File: src/rtl/cache_fill_fsm.sv
// rtl/cache_fill_fsm.sv - cache miss handler that fetches a full block from pipelined memory
//
// Issues WORDS_PER_BLOCK back-to-back word reads for the aligned block containing
// the missing address. Each returned word is written into the data array in arrival
// order. The tag-array write coincides with the last returned word.
//
// Ports:
//   clk                in   clock, rising edge
//   rst                in   synchronous active-high reset
//   miss_detected      in   cache lookup missed this cycle
//   miss_address       in   byte address of the missing access
//   memory_data_valid  in   memory returns one requested word this cycle
//   fsm_busy           out  fill in progress (pipeline stall)
//   mem_read_en        out  read request to memory this cycle
//   memory_address     out  byte address of the current request
//   write_data_array   out  write the returned word into the data array
//   word_index         out  word slot for write_data_array
//   write_tag_array    out  one-cycle pulse: write tag / set valid for the block
module cache_fill_fsm #(
    parameter int WORDS_PER_BLOCK = 8,
    parameter int MEM_LATENCY     = 4
) (
    input  logic                               clk,
    input  logic                               rst,
    input  logic                               miss_detected,
    input  logic [15:0]                        miss_address,
    input  logic                               memory_data_valid,
    output logic                               fsm_busy,
    output logic                               mem_read_en,
    output logic [15:0]                        memory_address,
    output logic                               write_data_array,
    output logic [$clog2(WORDS_PER_BLOCK)-1:0] word_index,
    output logic                               write_tag_array
);

    localparam int IW    = $clog2(WORDS_PER_BLOCK);
    // Counters need one extra bit so they can reach WORDS_PER_BLOCK itself.
    localparam int CW    = IW + 1;
    // Byte offset width within a block (16-bit words, so one more than IW).
    localparam int OFF_W = IW + 1;

    localparam logic [CW-1:0] C_WORDS = CW'(WORDS_PER_BLOCK);
    localparam logic [CW-1:0] C_LAST  = CW'(WORDS_PER_BLOCK - 1);
    localparam logic [IW-1:0] C_IDX_LAST = IW'(WORDS_PER_BLOCK - 1);

    // The FSM counts returned valids rather than timing them, so latency is unused.
    localparam int unused_mem_latency = MEM_LATENCY;

    typedef enum logic {
        IDLE = 1'b0,
        FILL = 1'b1
    } state_t;

    state_t           r_state;
    state_t           w_state_next;
    logic [15:OFF_W]  r_base_hi;
    logic [CW-1:0]    r_req_cnt;
    logic [CW-1:0]    r_rcv_cnt;
    logic [IW-1:0]    w_req_idx;
    logic [OFF_W-1:0] w_unused_addr_lsbs;

    // Offset bits of the miss address are discarded: the fill always starts at the block base.
    assign w_unused_addr_lsbs = miss_address[OFF_W-1:0];

    // After the last request the counter sits at WORDS_PER_BLOCK; the address then
    // holds the last issued word rather than wrapping back to the block base.
    assign w_req_idx = (r_req_cnt == C_WORDS) ? C_IDX_LAST : r_req_cnt[IW-1:0];

    always_ff @(posedge clk) begin
        if (rst) begin
            r_state   <= IDLE;
            r_base_hi <= '0;
            r_req_cnt <= '0;
            r_rcv_cnt <= '0;
        end else begin
            r_state <= w_state_next;
            if (r_state == IDLE) begin
                if (miss_detected) begin
                    r_base_hi <= miss_address[15:OFF_W];
                    r_req_cnt <= '0;
                    r_rcv_cnt <= '0;
                end
            end else begin
                if (r_req_cnt != C_WORDS) begin
                    r_req_cnt <= r_req_cnt + CW'(1);
                end
                if (memory_data_valid) begin
                    r_rcv_cnt <= r_rcv_cnt + CW'(1);
                end
            end
        end
    end

    always_comb begin
        w_state_next     = r_state;
        mem_read_en      = 1'b0;
        memory_address   = 16'h0000;
        write_data_array = 1'b0;
        word_index       = '0;
        write_tag_array  = 1'b0;
        case (r_state)
            IDLE: begin
                if (miss_detected) begin
                    w_state_next = FILL;
                end
            end
            FILL: begin
                mem_read_en      = (r_req_cnt != C_WORDS);
                memory_address   = {r_base_hi, w_req_idx, 1'b0};
                write_data_array = memory_data_valid;
                word_index       = r_rcv_cnt[IW-1:0];
                // Tag write rides along with the final data write.
                if (memory_data_valid && (r_rcv_cnt == C_LAST)) begin
                    write_tag_array = 1'b1;
                    w_state_next    = IDLE;
                end
            end
            default: begin
                w_state_next = IDLE;
            end
        endcase
    end

    assign fsm_busy = (r_state == FILL);

endmodule

File: config.mk
export PLATFORM = sky130hd
export DESIGN_NAME = cache_fill_fsm
export DESIGN_NICKNAME = d
export VERILOG_FILES = /design/src/rtl/cache_fill_fsm.sv
export SDC_FILE = /design/constraint.sdc
export NUM_CORES = 1
export LEC_CHECK = 0
export CORE_MARGIN = 2
export CORE_UTILIZATION = 45
export DETAILED_ROUTE_END_ITERATION = 8
export GPL_TIMING_DRIVEN = 0
export PLACE_DENSITY = 0.84
export SLEW_MARGIN = 20
export SYNTH_ARGS = -nofsm -noshare
export SYNTH_HDL_FRONTEND = slang
export SYNTH_SLANG_ARGS = --single-unit
File: constraint.sdc
create_clock -name clk -period 3.75 [get_ports clk]
set_clock_uncertainty 0.15 [all_clocks]
set_input_delay 0.75 -clock clk [delete_from_list [all_inputs] [get_ports clk]]
set_output_delay 0.75 -clock clk [all_outputs]
set_load 0.1 [all_outputs]
==> results.env <==
SYNTH_SEQ_AREA_SHARE_PCT=41.1
FILLER_CELL_COUNT=201
SETUP.WORST_PATH.END_CLASS='output pin'
FMAX_GHz=0.277
TIMING.SETUP.TNS_NS=0
CP-START-KIND='input pin'
ANTENNA_VIOLATIONS_BEFORE_REPAIR=0
GLOBAL_ROUTE.OVERFLOW_TOTAL=0
CTS_HOLD_REPAIR.BUFFERS=0
SETUP_VIOL=0
RESULT_OF_THE_RUN='finished, final reports clean'
WORSTPATHREQUIRED_NS=2.85
HOLD_VIOL=0
POST-CTS-SETUP-BUFFER-COUNT=0
ROUTE.DETAILED.VIAS_PER_INST=5.08
LAYOUT_COMMON_CELLS='clkdlybuf4s50_1 (37), nand2_1 (26), dfxtp_1 (21)'
PORTBUFFERS=37
ANTENNA-DIODE-COUNT=0
SETUP_REPAIR_AFTER_GLOBAL_ROUTING_MISSED_ITS_MARGIN='false'
FINAL.PERIOD_UTILIZATION_PCT=96.1
FINAL-SEQ-AREA_UM2=420
WORSTHOLDPATHTYPE='reg2reg'
DIE_AREA_UM2=2670
YOSYS_TOP_CELL_AREA_SHARE_PCT=41.1
NUMBER_OF_FLOPS_MAPPED_TO_ENABLE_CELLS_BY_YOSYS=0
POST_CTS_RESIZED=0
CLKTRANSATPATHREGS_NS=0.12
YOSYSTOPAREACELL='dfxtp_1'
FLOORPLAN.INITIALDENSITY_PCT=47.1
FIRST_ITER_VIOLATIONS=23
WORST-SLEW-PIN-TRANSITION_NS=0.991
FIRST_GLOBAL_VIAS=1027
COMBINED_AREA_OF_THE_MULTI_INPUT_LOGIC_CELLS_UM2=563
TRITONCTS.NUM_BUFFERS=3
DETAIL-ROUTE-ANTENNA-NETS=0
MAX_SLEW_MARGIN_PCT=33.7
SYNTHFLOPTYPE='dfxtp_1'
DRV_SLEW=0
GPL.FINAL_WEIGHTED_CONGESTION=0.754
SYNTH_CELLS=127
CLOCK_SINK_TOTAL=21
SYNTH.DISTINCT_CELLS=28
ITERATION_COUNT_OF_THE_INITIAL_DETAILED_ROUTING_PASS=4
AREA.GROWTH.SYNTH_TO_FINAL_PCT=43.3
MAPPEDNETLISTNETS=150
DETAILED_PLACE_HPWL_UM=1830
LAYOUT_MIN_CYCLE_TIME_NS=3.61
MAX-VDD-IR-DROP_mV=0.233
HTREE_NUM_LEVELS=1
POST_SYNTH_INSTANCE_AREA_UM2=1020
LAYOUT_COMMONEST_CELL='clkdlybuf4s50_1'
WIDTH_OF_THE_DIE_UM=51.7
DETAIL_ROUTE.WL_PER_CELL_UM=12.3
POWER.DENSITY_CELL_AREA_nW_PER_UM2=328
BOUNDARYPINS=43
WORSTSKEWPAIRLATENCY_NS=0.31
YS_TOP_CELLS_BY_AREA='dfxtp_1 (41%), a21oi_1 (9.8%), and2_1 (9.8%)'
SYNTH.AVG_CELL_AREA_UM2=8.05
CLOCK_TREE.BUFFER_DEPTH=2
CTS_TREE='done'
CRITICAL_PATH_ARRIVAL_NS=2.71
GRT_USE_TOTAL_PCT=20.7
CRITPATHKIND='in2out'
LAYOUT-DRIVE-GT1-SHARE_PCT=8.93
UTILIZATION_PCT=67.5
GRT_MAX_DEGREE=13
DIE_H_UM=51.7
FINAL_NET_COUNT=192
PLACEABLECOREAREA_UM2=2170
ROUTE.DETAILED.DRC=0
WORST-PATH-MAX-FANOUT=6
LEAKAGE_nW=0.551
DRT_WL_TOTAL_UM=2410
YS_SEQ_ELEMENTS=21
TOTAL_VIA_COUNT_AFTER_DETAILED_ROUTING=996
CLOCK-ROOT-BUFFER='clkbuf_4'
GRT_FIRST_PASS_WIRELENGTH_UM=4130
DRV.MAX_CAP_VIOLATION_COUNT=0
YS.WARNINGS.COUNT=0
SYNTH_ASYNC_SR_FLOP_SHARE_PCT=0
STD_CELL_ROWS=17
-- power by group --
group,internal [mW],switching (mW),leakage (nW)
registers,0.233,0.00699,0.172
clock network,0.0399,0.0715,0.0177
logic,0.0420,0.0862,0.362
total,0.315,0.165,0.551
-- registers in the layout, indices dropped and copies added (netlist names) --
signal	count
fsm_busy	1
r_base_hi	12
r_rcv_cnt	4
r_req_cnt	4
-- per-layer routing --
metal	global-route usage, %	part of all wire [%]	routed length [µm]
met4	10.5	1.2	29
met5	0	0	0
met2	35.7	48	1160
met1	23.1	44	1050
met3	6.03	6.8	163
-- worst max-delay path, stage by stage --
cell and delay, ns:
clkdlybuf4s50_1 0.49, nand2_1 0.15, inv_1 0.16, clkdlybuf4s50_1 1.15
-- layout make-up --
class / instances / share of cell area, %
clock inverter: 1 / 0.342
sequential: 21 / 28.7
inverter: 3 / 0.769
multi-input combinational: 95 / 38.4
clock buffer: 3 / 1.54
tap: 28 / 2.39
buffer: 8 / 2.56
timing repair buffer: 37 / 25.3
-- path summary, 6_finish.rpt --
kind              slack, ns                       from                        end  cells after the start
setup / recovery       0.14          memory_data_valid           write_data_array                      4
hold / removal         0.31  r_base_hi[7]$_SDFFE_PP0P_  r_base_hi[7]$_SDFFE_PP0P_                      2
setup reg to reg       2.16  r_req_cnt[0]$_SDFFE_PP0P_  r_req_cnt[0]$_SDFFE_PP0P_                      5
hold reg to reg        0.31  r_base_hi[7]$_SDFFE_PP0P_  r_base_hi[7]$_SDFFE_PP0P_                      2
-- synth_stat cells, drive strengths merged (2+ instances only) --
cell	n
mux2	2
nand4b	2
o21ai	2
nor3	2
a211oi	2
clkbuf	4
inv	3
nand2	26
nand2b	2
nor2	2
ha	3
buf	4
nor2b	3
dfxtp	21
and2	16
a21boi	2
a21oi	20
nand3	4
-- metrics by stage --
stage	setup WS [ns]	power (mW)	instance area (µm²)	hold WS (ns)	cells
2_1_floorplan	0.151	0.333	1030	0.282	127
3_5_place_dp	0.158	0.374	1440	0.296	192
4_1_cts	0.148	0.484	1470	0.312	196
3_3_place_gp	0.167	0.371	1440	0.288	192
5_1_grt	0.0207	0.503	1470	0.341	196
6_report	0.144	0.480	1470	0.309	196
-- cells by family (layout without fill, tap and decap cells) --
group                    after synthesis  in the layout  share of synthesized area (%)
buffers and inverters                 11             52                           4.77
AND/OR/NAND/NOR                       60             60                           31.0
multiplexers                           2              2                           2.57
AO/OA/AOI/OAI                         29             29                           16.5
flip-flops                            21             21                           41.1
other                                  1              1                          0.367
adder cells (fa/ha/maj)                3              3                           3.67
(Power assumes the default switching activity.)
